===== src/rtl/mdu_pkg.sv =====
// Shared encodings for the multicycle multiply/divide unit.
package mdu_pkg;

  localparam logic [1:0] OP_MULT  = 2'b00;
  localparam logic [1:0] OP_MULTU = 2'b01;
  localparam logic [1:0] OP_DIV   = 2'b10;
  localparam logic [1:0] OP_DIVU  = 2'b11;

  localparam logic [1:0] ST_IDLE = 2'd0;
  localparam logic [1:0] ST_CALC = 2'd1;
  localparam logic [1:0] ST_FIN  = 2'd2;

endpackage


===== src/rtl/mdu_div_step.sv =====
// One restoring-division iteration: shift in a dividend bit, trial-subtract the divisor.
module mdu_div_step #(
  parameter int unsigned WIDTH = 32
) (
  input  logic [WIDTH-1:0] rem,
  input  logic             dvd_bit,
  input  logic [WIDTH-1:0] divisor,
  output logic [WIDTH-1:0] rem_next,
  output logic             q_bit
);

  logic [WIDTH:0]   shifted;
  logic [WIDTH-1:0] diff;

  // rem < divisor, so a successful subtraction always fits in WIDTH bits
  assign shifted  = {rem, dvd_bit};
  assign q_bit    = (shifted >= {1'b0, divisor});
  assign diff     = shifted[WIDTH-1:0] - divisor;
  assign rem_next = q_bit ? diff : shifted[WIDTH-1:0];

endmodule


===== src/rtl/mult_div_unit.sv =====
// Iterative HI/LO engine: radix-2 Booth multiplier and restoring divider, start/busy/done handshake.
module mult_div_unit import mdu_pkg::*; #(
  parameter int unsigned WIDTH = 32
) (
  input  logic             clk,
  input  logic             reset,
  input  logic             start,
  input  logic [1:0]       op,
  input  logic             abort,
  input  logic [WIDTH-1:0] a,
  input  logic [WIDTH-1:0] b,
  output logic             busy,
  output logic             done,
  output logic             div_zero,
  output logic [WIDTH-1:0] hi,
  output logic [WIDTH-1:0] lo
);

  localparam int unsigned CNT_W = $clog2(WIDTH) + 1;

  logic [1:0]       state, state_nx;
  logic [CNT_W-1:0] count;
  logic             is_div, zero_flag, neg_q, neg_r, corr, qm1;
  logic [WIDTH:0]   m, upper, booth_sum;
  logic [WIDTH-1:0] lower, rem_nx, res_hi, res_lo;
  logic             q_bit, accept;

  assign accept = start && !abort;

  always_ff @(posedge clk) begin
    if (!reset) state <= ST_IDLE;
    else        state <= state_nx;
  end

  always_comb begin
    state_nx = state;
    case (state)
      ST_IDLE: if (accept) state_nx = (op[1] && b == '0) ? ST_FIN : ST_CALC;
      ST_CALC: if (abort) state_nx = ST_IDLE;
               else if (count == CNT_W'(1)) state_nx = ST_FIN;
      ST_FIN:  state_nx = ST_IDLE;
      default: state_nx = ST_IDLE;
    endcase
  end

  // Booth add/subtract selected by {current multiplier bit, previous bit}
  always_comb begin
    booth_sum = upper;
    case ({lower[0], qm1})
      2'b01:   booth_sum = upper + m;
      2'b10:   booth_sum = upper - m;
      default: booth_sum = upper;
    endcase
  end

  mdu_div_step #(.WIDTH(WIDTH)) u_div_step (
    .rem      (upper[WIDTH-1:0]),
    .dvd_bit  (lower[WIDTH-1]),
    .divisor  (m[WIDTH-1:0]),
    .rem_next (rem_nx),
    .q_bit    (q_bit)
  );

  // MULTU with multiplier MSB set: Booth saw it as negative, add back multiplicand << WIDTH
  always_comb begin
    if (is_div) begin
      res_lo = neg_q ? -lower : lower;
      res_hi = neg_r ? -upper[WIDTH-1:0] : upper[WIDTH-1:0];
    end else begin
      res_lo = lower;
      res_hi = upper[WIDTH-1:0] + (corr ? m[WIDTH-1:0] : '0);
    end
  end

  always_ff @(posedge clk) begin
    if (!reset) begin
      count     <= '0;
      is_div    <= 1'b0;
      zero_flag <= 1'b0;
      neg_q     <= 1'b0;
      neg_r     <= 1'b0;
      corr      <= 1'b0;
      qm1       <= 1'b0;
      m         <= '0;
      upper     <= '0;
      lower     <= '0;
      busy      <= 1'b0;
      done      <= 1'b0;
      div_zero  <= 1'b0;
      hi        <= '0;
      lo        <= '0;
    end else begin
      busy     <= (state_nx == ST_CALC) || (state_nx == ST_FIN);
      done     <= 1'b0;
      div_zero <= 1'b0;
      case (state)
        ST_IDLE: if (accept) begin
          count     <= CNT_W'(WIDTH);
          is_div    <= op[1];
          zero_flag <= op[1] && (b == '0);
          upper     <= '0;
          qm1       <= 1'b0;
          if (op[1]) begin
            neg_q <= (op == OP_DIV) && (a[WIDTH-1] ^ b[WIDTH-1]);
            neg_r <= (op == OP_DIV) && a[WIDTH-1];
            corr  <= 1'b0;
            lower <= ((op == OP_DIV) && a[WIDTH-1]) ? -a : a;
            m     <= {1'b0, ((op == OP_DIV) && b[WIDTH-1]) ? -b : b};
          end else begin
            neg_q <= 1'b0;
            neg_r <= 1'b0;
            corr  <= (op == OP_MULTU) && b[WIDTH-1];
            lower <= b;
            m     <= {(op == OP_MULT) && a[WIDTH-1], a};
          end
        end
        ST_CALC: if (!abort) begin
          count <= count - CNT_W'(1);
          if (is_div) begin
            upper <= {1'b0, rem_nx};
            lower <= {lower[WIDTH-2:0], q_bit};
          end else begin
            upper <= {booth_sum[WIDTH], booth_sum[WIDTH:1]};
            lower <= {booth_sum[0], lower[WIDTH-1:1]};
            qm1   <= lower[0];
          end
        end
        ST_FIN: if (!abort) begin
          done <= 1'b1;
          if (zero_flag) begin
            div_zero <= 1'b1;
          end else begin
            hi <= res_hi;
            lo <= res_lo;
          end
        end
        default: ;
      endcase
    end
  end

endmodule

===== config.mk =====
export PLATFORM = sky130hd
export DESIGN_NAME = mult_div_unit
export DESIGN_NICKNAME = d
export VERILOG_FILES = /design/src/rtl/mdu_pkg.sv /design/src/rtl/mdu_div_step.sv /design/src/rtl/mult_div_unit.sv
export SDC_FILE = /design/constraint.sdc
export NUM_CORES = 1
export LEC_CHECK = 0
export ABC_AREA = 1
export CAP_MARGIN = 20
export CORE_UTILIZATION = 35
export CTS_CLUSTER_SIZE = 12
export DETAILED_ROUTE_END_ITERATION = 10
export SYNTH_ARGS = -nofsm -noshare
export SYNTH_HDL_FRONTEND = slang
export SYNTH_SLANG_ARGS = --single-unit

===== constraint.sdc =====
create_clock -name clk -period 4.4 [get_ports clk]
set_input_delay 0.66 -clock clk [delete_from_list [all_inputs] [get_ports clk]]
set_output_delay 0.66 -clock clk [all_outputs]
set_load 0.01 [all_outputs]

== After elaboration in Yosys (flattened, before gate mapping) ==
Cells that the tools add are included.
Operators by class
  add/subtract/negate cells: 9
  order comparisons: 1
  eq/ne operators: 12
  mux-type cells: 36
  bitwise operators: 5
  reduce and logical (&&, ||, !) cells: 19
Operator list (count)
  32-bit 2-to-1 mux: 12
  33-bit 2-to-1 mux: 4
  33-bit one-hot mux with 2 select lines: 2
  32-bit negation: 4
  32-bit one-hot mux with 2 select lines: 1
  33-bit adder: 1
  33-bit by 32-bit greater-or-equal comparator with 1-bit output: 1
  33-bit subtractor: 1
  32-bit adder: 1
  32-bit logical NOT: 1
  32-bit subtractor: 1
  6-bit 2-to-1 mux: 2
  6-bit one-hot mux with 2 select lines: 1
  2-bit by 1-bit equality test with 1-bit output, second input constant: 4
  2-bit equality test, second input constant: 4
  1-bit 2-to-1 mux: 8
  2-bit 2-to-1 mux: 4
  1-bit logical AND: 7
  6-bit by 1-bit equality test with 1-bit output, second input constant: 1
  2-bit inequality test, second input constant: 3
  3-bit AND reduction: 2
  6-bit by 1-bit subtractor with 6-bit output, second input constant: 1
  2-bit logical NOT: 2
  1-bit NOT: 4
  9 further kinds: 10
Storage, ports and cells
  flip-flop bits (word level): 179
  input port bits: 70
  output and inout bits: 67
  logic and storage cells: 98

== Longest topological paths before layout ==
  depth in word-level cells: 7
  gate-level depth with buffers: 28
  depth with buffers taken out: 28

== Hierarchy ==
From an unflattened synthesis, not the netlist that was laid out.
Unflattened totals
  cells, all modules: 3519
  area total of the unflattened synthesis: 20001.7 µm²
By module, submodules not included
  mult_div_unit: times used 1, cells each 2872, area each 16841.2 µm², sequential area each 3583.4 µm²
  mdu_div_step: times used 1, cells each 647, area each 3160.5 µm², sequential area each 0.0 µm²

== Worst setup path after synthesis ==
Ideal clock, no wire load.
  path kind: reg2reg
  start point: register lower[0]
  end point: register upper[27]
  setup time: 0.071 ns
  arrival time: 2.934 ns
  data required time: 4.329 ns
  slack: 1.395 ns
  cell stages (with the launch flop): 23
  buffers on the path: 1
  clock period less this slack: 3.005 ns
  cells stage by stage: dfxtp_1 ha_1 clkbuf_1 inv_1 nand2_1 o21ai_1 inv_1 o21ai_1 a21oi_1 nand2_1 nand2_1 nand2_1 ha_1 nand2_1 nor2_1 and2_1 and2_1 nand2_1 nand3b_1 nand3_1 a21oi_1 nand2_1 a21oi_1
On the way
  cells in the longest elaborated chain, start to end: 5
  elaborated cells between the ends (all ways): 6
  classes of those cells: 2 x eq/ne; 4 x mux
RTL lines
  start, declared: line mult_div_unit.sv:25  | logic [WIDTH-1:0] lower, rem_nx, res_hi, res_lo;
  start signal, assigned: line mult_div_unit.sv:107  | lower <= ((op == OP_DIV) && a[WIDTH-1]) ? -a : a;
  start signal, assigned: line mult_div_unit.sv:121  | lower <= {lower[WIDTH-2:0], q_bit};
  start signal, assigned: line mult_div_unit.sv:124  | lower <= {booth_sum[0], lower[WIDTH-1:1]};
  2-bit equality test / 2-bit by 1-bit equality test with 1-bit output (equally long branches): line mult_div_unit.sv:49  | case ({lower[0], qm1})
  33-bit one-hot mux with 2 select lines (*): line mult_div_unit.sv:49
  33-bit 2-to-1 mux (*): line mult_div_unit.sv:119  | if (is_div) begin
  33-bit 2-to-1 mux (*): line mult_div_unit.sv:117  | ST_CALC: if (!abort) begin
  33-bit one-hot mux with 2 select lines (*): line mult_div_unit.sv:96  | case (state)
  end signal, assigned: line mult_div_unit.sv:120  | upper <= {1'b0, rem_nx};
  end signal, assigned: line mult_div_unit.sv:123  | upper <= {booth_sum[WIDTH], booth_sum[WIDTH:1]};
  end, declared: line mult_div_unit.sv:24  | logic [WIDTH:0] m, upper, booth_sum;
Mark *: on every way between the ends. The rest lies on a longest branch, timed or not. The select of a mux whose other input is x is not followed.
A chain may end at the register's enable or synchronous reset.

== Worst setup path in the final report ==
  start point: register m[1]
  end point: register upper[19]
On the way
  cells in the longest elaborated chain, start to end: 5
  elaborated cells between the ends (all ways): 9
  classes of those cells: 3 x add/sub; 1 x order compare; 5 x mux
RTL lines
  start, declared: line mult_div_unit.sv:24
  start signal, assigned: line mult_div_unit.sv:108  | m <= {1'b0, ((op == OP_DIV) && b[WIDTH-1]) ? -b : b};
  start signal, assigned: line mult_div_unit.sv:114  | m <= {(op == OP_MULT) && a[WIDTH-1], a};
  33-bit subtractor, or another cell as far along: line mult_div_unit.sv:51  | 2'b10: booth_sum = upper - m;
  33-bit one-hot mux with 2 select lines / 32-bit 2-to-1 mux (equally long branches): line mult_div_unit.sv:49, mdu_div_step.sv:19
  33-bit 2-to-1 mux (*): line mult_div_unit.sv:119
  33-bit 2-to-1 mux (*): line mult_div_unit.sv:117
  33-bit one-hot mux with 2 select lines (*): line mult_div_unit.sv:96
Marks and branches as above.

==> metrics.md <==
| Metric | Value |
|---|---|
| Sequential share of power | 32.1% |
| Most common cell in the netlist | nand2_1 |
| Post-DP HPWL | 67.86 mm |
| Mapped cell area | 0.01939 mm² |
| Largest net degree at the start of global routing | 99 |
| Total Die Area | 0.05634 mm² |
| Flops & latches, synth | 179 |
| CTS Buf Count | 17 |
| Via count | 23192 |
| Slew @ Worst Pin | 1.064 ns |
| FFs w/ async S/R, synth | 0% |
| Post-DR wirelength/cell | 19.93 µm |
| Area Overhead vs Synth | 13.89% |
| Min Hold Slack | 0.4880 ns |
| Layout Skew | 0.01228 ns |
| Pleak | 0.01066 µW |
| Clock sink total | 179 |
| Die width | 237.4 µm |
| Area of the multi-input gates | 0.01337 mm² |
| Clk buf depth | 2 |
| Hold buffer count at cts | 0 |
| # DRC | 0 |
| Synth Flop Type | dfxtp_1 |
| EDFF count, synth | 0 |
| Synth top area cells | dfxtp_1 18%, nand2_1 17%, inv_1 9.7% |
| Min Tclk post-route | 3.860 ns |
| Worst Path Required | 4.82 ns |
| H-tree levels | 4 |
| CP endpoint kind | flip-flop |
| Row Count | 85 |
| Register area share after synthesis | 18.48% |
| Layout Nets | 3702 |
| Status | completed |
| Syn_area_per_cell | 5.623 µm² |
| Synth Warn # | 0 |
| FILL cells | 6097 |
| Share of the synthesized area in the top cell type | 18.48% |
| Total gr overflow | 0 |
| Critical Path Fanout Max | 4 |
| Most area-hungry cell type in the Yosys netlist | dfxtp_1 |
| Layout cells sized above 1 | 3.899% |
| Number of diodes | 0 |
| Max Clk Rate | 259.0 MHz |
| Via/cell ratio | 5.476 |
| Final WL | 84.40 mm |
| Slew Limit Headroom | 29.06% |
| Switching share of power | 43.43% |
| IR drop worst, VDD | 0.3482 mV |
| NetSw | 2414 µW |
| Post-CTS setup buffer count | 0 |
| Critical path type | flip-flop to flip-flop |
| RePlAce Congestion | 1.013 |
| Pint | 3143 µW |
| RSZ-0062 raised after global routing | false |
| # setup viols final | 0 |
| Worst Setup Start Kind | flip-flop |
| Synthesized net count | 3624 |
| Hold Crit Class | flip-flop to flip-flop |
| Initial Utilization | 35.74% |
| CTS resizes | 0 |
| Distinct cells, synth | 55 |
| Final hold viol count | 0 |
| Register cell area after layout | 0.003587 mm² |
| Combinational share of power | 38.0% |
| Clock share of power | 29.9% |
| PortBufs | 136 |
| Cell count after synthesis | 3448 |
| Setup TNS | 0 ns |
| Vias in the first global route | 21197 |
| Total track usage | 29.61% |
| Drt pass-1 iters | 6 |
| DR iter-0 viols | 2126 |
| Clock root cell | clkbuf_16 |
| Initial antenna violation count | 1 |
| Chip height | 237.4 µm |
| Final Cycle Share | 87.74% |
| Antenna-violating nets left | 0 |
| Synth top cells by count | 902 x nand2_1, 503 x inv_1, 361 x a21oi_1 |
| CTS tree | built |
| Max Slew Vio Count | 0 |
| Tot Pwr | 5557 µW |
| Clk Latency, worst-skew pair | 0.49 ns |
| Num ports | 137 |
| Worst Path Arrival | 4.28 ns |
| MaxCap Viol Count | 0 |
| Pwr dens | 251.7 mW/mm² |
| Reg clk slew, reported paths | 0.09 ns |
| First-pass GRT wire length | 127.5 mm |
| CORE AREA | 0.05424 mm² |
cells by family after synthesis:
group | after synthesis | synth area share [%]
xor+xnor | 93 | 4.201
compound gates | 814 | 22.69
simple gates | 1616 | 35.05
buf+inv | 640 | 12.62
fa+ha+maj | 106 | 6.957
flops | 179 | 18.48
placed cells by master (no fill, tap or decap), types with 7 or more instances in the layout:
master	count
a21o_1	7
a21oi_1	361
a31oi_1	44
buf_4	44
clkbuf_16	17
clkdlybuf4s50_1	135
dfxtp_1	178
ha_1	103
inv_1	503
inv_2	14
nand2_1	902
nand3_1	216
nand3b_1	20
nand4_1	41
nor2_1	342
nor2_2	9
nor3_1	40
nor4_1	10
o211ai_1	17
o211ai_2	8
o21ai_0	309
o21ai_1	14
o21bai_1	8
o221ai_1	17
o22ai_1	11
xnor2_1	7
xor2_1	86
power groups by stage:
stage | Clock (µW) | Combinational, µW | Sequential (µW)
after floorplan | 0 | 1410 | 1770
after global placement | 0 | 2060 | 1810
after detailed placement | 0 | 2050 | 1810
after CTS | 1690 | 2060 | 1780
after global routing | 1750 | 2320 | 1790
final | 1660 | 2110 | 1780
layout make-up:
type	count	area share, %
clock inverters	14	0.8273
flip-flops and latches	179	16.25
multi-input cells	2629	60.53
inverters	519	8.823
well taps	696	3.944
clock buffers	18	1.989
repair buffers	180	7.638
final timing paths:
path | end | from | cells after the start | slack, ns
worst max register to register | upper[19] | m[1] | 21 | 0.54
worst max-delay path | upper[19] | m[1] | 21 | 0.54
worst min register to register | upper[32] | upper[32] | 2 | 0.49
worst min-delay path | upper[32] | upper[32] | 2 | 0.49
flip-flops by register name, summed over array words and instances, names as in the netlist:
register,cells
count,6
busy,1
zero_flag,1
div_zero,1
is_div,1
lower,32
neg_r,1
lo,32
upper,33
hi,32
qm1,1
done,1
m,33
neg_q,1
corr,1
state,2
through the flow:
stage / cells / setup WS (ns) / utilization (%) / instance area (µm²)
2_1_floorplan: 3448 / 1.395 / - / 19390
3_3_place_gp: 4203 / 0.6397 / 39.56 / 21460
3_5_place_dp: 4203 / 0.5871 / 39.56 / 21460
4_1_cts: 4235 / 0.5770 / 40.71 / 22080
5_1_grt: 4235 / 0.1156 / 40.71 / 22080
6_report: 4235 / 0.5396 / 40.71 / 22080
routing by layer:
| metal | vias to the layer above | wire length (µm) | track usage (%) | share of wire [%] |
|---|---|---|---|---|
| met2 | 966 | 37530 | 46.93 | 44 |
| met3 | 139 | 6520 | 4.274 | 7.7 |
| met4 | 0 | 2883 | 10.44 | 3.4 |
| li1 | 11427 | - | - | - |
| met1 | 10660 | 37470 | 40.72 | 44 |
| met5 | - | 0 | 0 | 0 |
critical path, stage by stage, from the launching register on:
cell	delay, ns
dfxtp_1	0.34
inv_1	0.16
ha_1	0.20
nand3_1	0.12
nor2_1	0.31
nand3_1	0.18
nor2_1	0.12
nand3_1	0.07
inv_1	0.09
nand2_1	0.06
nand2_1	0.09
xor2_1	0.23
inv_1	0.08
ha_1	0.35
nand2_1	0.14
nor3_1	0.43
nand3_1	0.18
nand4_1	0.12
nand3_1	0.16
a21oi_1	0.20
nand2_1	0.06
a21oi_1	0.11
No activity file was read; power rests on OpenSTA's default activity.
